==> src/rtl/clap_command_sequencer.sv <==
// rtl/clap_command_sequencer.sv - clap gesture sequencer driving light/fan toggles
//
// Purpose: re-arms a sticky clap detector after each clap, ignores claps during
// a refractory gap, counts claps inside a timeout window and decodes the count
// into a light/fan command when the window closes (or on the third clap).
//
// Ports:
//   clk           in   system clock, rising edge
//   enable        in   asynchronous active-low reset
//   clap_detected in   sticky clap flag from the detector
//   det_enable    out  active-low reset/enable to the detector (low = clear)
//   cmd_valid     out  one-cycle pulse when a gesture is decoded
//   cmd_code      out  clap count of the last decoded gesture (1..3)
//   clap_count    out  claps counted in the current gesture
//   light_on      out  light state
//   fan_on        out  fan state
//   busy          out  high whenever the sequencer is not idle
module clap_command_sequencer #(
  parameter int REFRACT_CYCLES = 5000000,
  parameter int WINDOW_CYCLES  = 25000000,
  parameter int TIMER_W        = 25
) (
  input  logic       clk,
  input  logic       enable,
  input  logic       clap_detected,
  output logic       det_enable,
  output logic       cmd_valid,
  output logic [1:0] cmd_code,
  output logic [1:0] clap_count,
  output logic       light_on,
  output logic       fan_on,
  output logic       busy
);

  typedef enum logic [2:0] {
    S_IDLE   = 3'd0,
    S_REARM  = 3'd1,
    S_GAP    = 3'd2,
    S_WINDOW = 3'd3,
    S_DECODE = 3'd4
  } state_e;

  localparam logic [TIMER_W-1:0] REFRACT_LAST = TIMER_W'(REFRACT_CYCLES - 1);
  localparam logic [TIMER_W-1:0] WINDOW_LAST  = TIMER_W'(WINDOW_CYCLES - 1);

  state_e             state_q, state_d;
  logic [TIMER_W-1:0] timer_q, timer_d;
  logic [1:0]         count_q, count_d;
  logic               det_enable_q, det_enable_d;
  logic               cmd_valid_q, cmd_valid_d;
  logic [1:0]         cmd_code_q, cmd_code_d;
  logic               light_q, light_d;
  logic               fan_q, fan_d;
  logic               busy_q, busy_d;

  // Next-state, timer and clap counter.
  always_comb begin
    state_d = state_q;
    timer_d = timer_q;
    count_d = count_q;
    unique case (state_q)
      S_IDLE: begin
        if (clap_detected) begin
          state_d = S_REARM;
          count_d = 2'd1;
        end
      end
      S_REARM: begin
        timer_d = '0;
        state_d = (count_q == 2'd3) ? S_DECODE : S_GAP;
      end
      S_GAP: begin
        if (timer_q == REFRACT_LAST) begin
          state_d = S_WINDOW;
          timer_d = '0;
        end else begin
          timer_d = timer_q + 1'b1;
        end
      end
      S_WINDOW: begin
        // A clap on the final window cycle still counts: it is tested first.
        if (clap_detected) begin
          state_d = S_REARM;
          count_d = (count_q == 2'd3) ? 2'd3 : count_q + 2'd1;
        end else if (timer_q == WINDOW_LAST) begin
          state_d = S_DECODE;
        end else begin
          timer_d = timer_q + 1'b1;
        end
      end
      S_DECODE: begin
        state_d = S_IDLE;
        count_d = 2'd0;
      end
      default: begin
        state_d = S_IDLE;
        count_d = 2'd0;
        timer_d = '0;
      end
    endcase
  end

  // Outputs are registered from the next state, so they line up with the
  // state register: det_enable drops in the same cycle REARM is entered.
  always_comb begin
    det_enable_d = (state_d != S_REARM) && (state_d != S_DECODE);
    cmd_valid_d  = (state_d == S_DECODE);
    busy_d       = (state_d != S_IDLE);
    cmd_code_d   = cmd_code_q;
    light_d      = light_q;
    fan_d        = fan_q;
    if (cmd_valid_d) begin
      cmd_code_d = count_d;
      unique case (count_d)
        2'd1:    light_d = ~light_q;
        2'd2:    fan_d   = ~fan_q;
        2'd3: begin
          light_d = 1'b0;
          fan_d   = 1'b0;
        end
        default: ;
      endcase
    end
  end

  always_ff @(posedge clk or negedge enable) begin
    if (!enable) begin
      state_q      <= S_IDLE;
      timer_q      <= '0;
      count_q      <= 2'd0;
      det_enable_q <= 1'b0;
      cmd_valid_q  <= 1'b0;
      cmd_code_q   <= 2'd0;
      light_q      <= 1'b0;
      fan_q        <= 1'b0;
      busy_q       <= 1'b0;
    end else begin
      state_q      <= state_d;
      timer_q      <= timer_d;
      count_q      <= count_d;
      det_enable_q <= det_enable_d;
      cmd_valid_q  <= cmd_valid_d;
      cmd_code_q   <= cmd_code_d;
      light_q      <= light_d;
      fan_q        <= fan_d;
      busy_q       <= busy_d;
    end
  end

  assign det_enable = det_enable_q;
  assign cmd_valid  = cmd_valid_q;
  assign cmd_code   = cmd_code_q;
  assign clap_count = count_q;
  assign light_on   = light_q;
  assign fan_on     = fan_q;
  assign busy       = busy_q;

endmodule

==> config.mk <==
export PLATFORM = sky130hd
export DESIGN_NAME = clap_command_sequencer
export DESIGN_NICKNAME = d
export VERILOG_FILES = /design/src/rtl/clap_command_sequencer.sv
export SDC_FILE = /design/constraint.sdc
export NUM_CORES = 1
export LEC_CHECK = 0
export CAP_MARGIN = 10
export CORE_UTILIZATION = 35
export CTS_CLUSTER_DIAMETER = 200
export DETAILED_ROUTE_END_ITERATION = 12
export PLACE_DENSITY = 0.65
export SYNTH_ARGS = -nofsm -noshare
export SYNTH_HDL_FRONTEND = slang
export SYNTH_SLANG_ARGS = --single-unit
==> constraint.sdc <==
create_clock -name clk -period 2.2 [get_ports clk]
set_input_delay 0.44 -clock clk [delete_from_list [all_inputs] [get_ports clk]]
set_output_delay 0.44 -clock clk [all_outputs]
set_load 0.01 [all_outputs]
## Word-level counts from Yosys, hierarchy flattened

Cells that the tools add are included.

| cells by class | value |
|---|---|
| mux-type cells | 16 |
| bitwise gates (word level) | 3 |
| add/sub/neg operators | 2 |
| reductions and logical operators | 10 |
| equality and inequality tests | 15 |

Operator list:

| cell | count |
|---|---|
| $mux W25 | 3 |
| $pmux W25 S3 | 1 |
| $add A25 B1 Y25 const B | 1 |
| $eq A25 B23 Y1 const B | 1 |
| $eq A25 B25 Y1 const B | 1 |
| $mux W3 | 5 |
| $pmux W3 S4 | 1 |
| $eq A2 B2 Y1 const B | 3 |
| $eq A3 B2 Y1 const B | 2 |
| $eq A3 B3 Y1 const B | 2 |
| $mux W2 | 3 |
| $pmux W2 S3 | 1 |
| $ne A2 B2 Y1 const B | 2 |
| $pmux W1 S2 | 2 |
| $reduce_and A2 Y1 | 2 |
| $reduce_bool A2 Y1 | 2 |
| $reduce_or A2 Y1 | 2 |
| $eq A3 B1 Y1 const B | 1 |
| $logic_not A3 Y1 | 1 |
| $ne A3 B1 Y1 const B | 1 |
| $ne A3 B3 Y1 const B | 1 |
| $not A1 Y1 | 3 |
| $reduce_and A3 Y1 | 1 |
| $reduce_bool A3 Y1 | 1 |
| 3 further kinds | 3 |

| word-level totals | value |
|---|---|
| logic and storage cells | 55 |
| output and inout port bits | 9 |
| bits of input ports | 3 |
| flip-flop bits (word level) | 37 |

## Longest topological paths before layout

| logic depth | value |
|---|---|
| word-level depth | 7 |
| gate-level depth with buffers | 8 |
| depth with buffers taken out | 7 |

## Least setup slack after synthesis

No wires, ideal clock.

| path | value |
|---|---|
| path type | register to register |
| start point | reg timer_q[6] |
| end point | reg timer_q[0] |
| arrival | 2.077 ns |
| clock period less this slack | 2.202 ns |
| cell stages (with the launch flop) | 6 |
| library setup time | 0.125 ns |
| slack | -0.002 ns |
| buffers on the path | 0 |
| required time | 2.075 ns |
| cells stage by stage | dfrtp_1 or4b_1 or3_4 o21a_4 o21ai_1 mux2_2 |

| between the ends | value |
|---|---|
| longest elaborated chain between the ends | 3 |
| elaborated cells on any way between the ends | 6 |
| those cells by class | eq/ne: 3; mux: 2; reduce/logical: 1 |

Ends and longest elaborated chain:

| item | line | text |
|---|---|---|
| from (decl) | 47 | `logic [TIMER_W-1:0] timer_q, timer_d;` |
| from (signal assigned) | 139 | `timer_q <= timer_d;` |
| $eq A25 B23 Y1 / $eq A25 B25 Y1 (equally long branches) | 73, 85 |  |
| $mux W25 / $ne A2 B2 Y1 (equally long branches) | -- |  |
| $pmux W25 S3 / $reduce_and A3 Y1 (equally long branches) | -- |  |

Parallel ways exist; a longest one is shown, timed or not.
A chain may end at the register's enable or synchronous reset.

## Worst setup path after layout

Ends and elaborated chain as after synthesis.

==> results.json <==
{
  "finalCriticalPeriod_ns": 2.18,
  "relSlewSlack_pct": 45.4,
  "antenna_left": 0,
  "clock-sinks": 37,
  "status": "finished, final reports clean",
  "path_max_fanout": 6,
  "cts_max_level": 2,
  "slowest_delay_ns": 0.51,
  "vdd_drop_max_mv": 0.222,
  "met3_usage_pct": 3.49,
  "port_buffers": 11,
  "maxCapViolCount": 0,
  "grt_pass1_wl_um": 7960,
  "finalNetCount": 256,
  "cts.reportedPaths.clkPinSlew_ns": 0.07,
  "grtUsageMet2_pct": 25.3,
  "start_util_pct": 36.9,
  "overflow": 0,
  "cts_tree": "built",
  "drv_slew": 0,
  "avgSynthCellArea_um2": 9.43,
  "insertion_delay_ns": 0.29,
  "power_density_nw_per_um2": 457,
  "synth_seq_cells": 37,
  "rsz0062_at_grt": "yes",
  "syn_nets": 222,
  "ys_seq_area_share_pct": 45.0,
  "area_growth_pct": 23.9,
  "final.period_utilization_pct": 99.0,
  "viasPerCell": 5.58,
  "die_w_um": 78.6,
  "drt-initial-drc-count": 162,
  "antenna_found_initial": 0,
  "start_kind": "flop",
  "total_power_uw": 1160,
  "hold_violations": 0,
  "top_usage_layer": "met2",
  "synth_top_area_share_pct": 45.0,
  "wl_per_cell_um": 14.6,
  "grt_usage_pct": 16.5,
  "whs_ns": 0.240,
  "die_h_um": 78.6,
  "synth_cell_types": 46,
  "fp.coreArea_um2": 5570,
  "synth_edf_count": 0,
  "grt_start_max_net_pins": 38,
  "crit_arrival_ns": 2.35,
  "numCtsBuffers": 5,
  "wirelength_um": 4750,
  "final_util_pct": 45.7,
  "fin_cells": 325,
  "endpoint_kind": "flop",
  "dr.pass1.iters": 4,
  "place_inst": 314,
  "die-area_um2": 6180,
  "max_freq_mhz": 459,
  "grtUsageMet1_pct": 22.7,
  "diodes": 0,
  "pin_count": 12,
  "power.leakage_uw": 0.00111,
  "worstMarginPinSlew_ns": 0.819,
  "crit_chain": "or4b_1 > or3_4 > o21a_4 > o21ai_2 > mux2_2",
  "grt_pass1_vias": 1608,
  "syn-instance-count": 218,
  "required_ns": 2.37,
  "fin_tns_setup_ns": 0,
  "cts_buffer_depth": 2,
  "syn_area_um2": 2060,
  "setup_viol": 0,
  "fp-row-count": 27,
  "synth_top_cell_by_area": "dfrtp_1",
  "crit_type": "reg2reg",
  "cpMaxStageDelayCell": "or4b_1",
  "drive_gt1_share_pct": 20.2,
  "synth_area_leaders": "dfrtp_1 45%, nand2_1 4.4%, or4_1 4.0%",
  "globalplace.congestion": 0.786,
  "synthFlopType": "dfrtp_1",
  "drc_errors": 0,
  "async_reset_ff_share_pct": 100,
  "hp-class": "in2async",
  "ys_warn_count": 0,
  "clock_skew_ns": 0.00452,
  "hpwl_um": 3310,
  "clockRootBuffer": "clkbuf_8",
  "vias": 1814
}
-- kinds of logic (layout without fill, tap and decap cells) --
family / after synthesis / after routing / share of synthesized area (%)
buf+inv: 18 / 53 / 4.50
simple gates: 100 / 100 / 27.7
xor+xnor: 5 / 5 / 2.13
compound gates: 54 / 54 / 18.4
flops: 37 / 37 / 45.0
mux: 3 / 3 / 1.64
fa+ha+maj: 1 / 1 / 0.609
-- per-layer routing --
layer	wire [um]	vias to the layer above	part of all wire (%)
li1	-	891	-
met1	2350	893	49
met2	2220	22	47
met3	100	8	2.1
met4	76	0	1.6
met5	0	-	0
-- worst max-delay path: cells and delay by family (launching register included) --
| kind | cells | cell delay, ns |
|---|---|---|
| flip-flops | 1 | 0.37 |
| multiplexers | 1 | 0.35 |
| AND/OR/NAND/NOR | 2 | 0.90 |
| AO/OA/AOI/OAI | 2 | 0.45 |
-- power breakdown --
| part | internal, uW | leakage, uW | total [uW] | switching [uW] |
|---|---|---|---|---|
| Clock | 219 | 0.0000450 | 453 | 234 |
| Combinational | 8.49 | 0.000580 | 29.3 | 20.8 |
| Sequential | 680 | 0.000481 | 680 | 0 |
| Total | 908 | 0.00111 | 1160 | 255 |
-- timing repair --
| item | CTS | global route |
|---|---|---|
| setup endpoints to repair | 13 | 20 |
| pin swaps | 0 | 8 |
| cloned | 0 | 1 |
| setup buffers | 0 | 2 |
| resized for setup | 5 | 13 |
| hold buffers | 0 | 0 |
-- synth_stat cells, types with 3 or more instances --
master / n
nand4_1: 7
xnor2_1: 5
and3_1: 6
a21oi_1: 13
nand2b_1: 4
o211ai_1: 10
nor2_1: 14
or3_1: 5
or4_1: 11
nand3_1: 10
nand2_1: 24
and4_1: 6
inv_1: 10
o21ai_0: 11
dfrtp_1: 37
mux2_2: 3
-- flip-flops by register name, indices dropped and copies added, names as in the netlist --
register and flops:
fan_on 1, busy 1, light_on 1, state_q 3, clap_count 2, cmd_code 2
det_enable 1, cmd_valid 1, timer_q 25
-- layout by cell type (no fill, tap or decap), types with 4 or more instances in the layout --
cell type,netlist,routed
dfrtp_1,37,37
nand2_1,24,24
buf_4,2,19
a21oi_1,13,13
nor2_1,14,12
or4_1,11,11
nand3_1,10,10
inv_1,10,10
o211ai_1,10,10
clkdlybuf4s50_1,0,10
o21ai_0,11,8
nand4_1,7,7
and4_1,6,6
and3_1,6,6
or3_1,5,5
xnor2_1,5,5
clkbuf_8,0,5
nand2b_1,4,4
buf_6,2,4
-- area by class of cell --
cell class / count / area (um^2)
inverter: 10 / 37.5
sequential: 37 / 926
timing repair buffer: 35 / 313
clock buffer: 6 / 72.6
multi-input combinational: 163 / 1100
fill: 545 / 3030
tap: 72 / 90.1
clock inverter: 2 / 10.0
-- final timing paths --
path	start	endpoint	slack, ns	depth (start not counted)
setup / recovery	timer_q[6]$_DFFE_PN0P_	timer_q[0]$_DFFE_PN0P_	0.02	5
hold / removal	enable	timer_q[18]$_DFFE_PN0P_	0.24	1
setup reg to reg	timer_q[6]$_DFFE_PN0P_	timer_q[0]$_DFFE_PN0P_	0.02	5
hold reg to reg	timer_q[1]$_DFFE_PN0P_	timer_q[1]$_DFFE_PN0P_	0.50	2
max in group asynchronous	enable	timer_q[1]$_DFFE_PN0P_	1.43	1
min in group clk	timer_q[1]$_DFFE_PN0P_	timer_q[1]$_DFFE_PN0P_	0.50	2
-- per-stage QoR --
| step | setup WS, ns | instance area (um^2) |
|---|---|---|
| 3_5_place_dp | -0.0301 | 2370 |
| 3_3_place_gp | -0.00817 | 2370 |
| 4_1_cts | 0.00516 | 2470 |
| 2_1_floorplan | 0.0381 | 2060 |
| 6_report | 0.0226 | 2550 |
| 5_1_grt | -0.0848 | 2550 |
(Power assumes the default switching activity.)
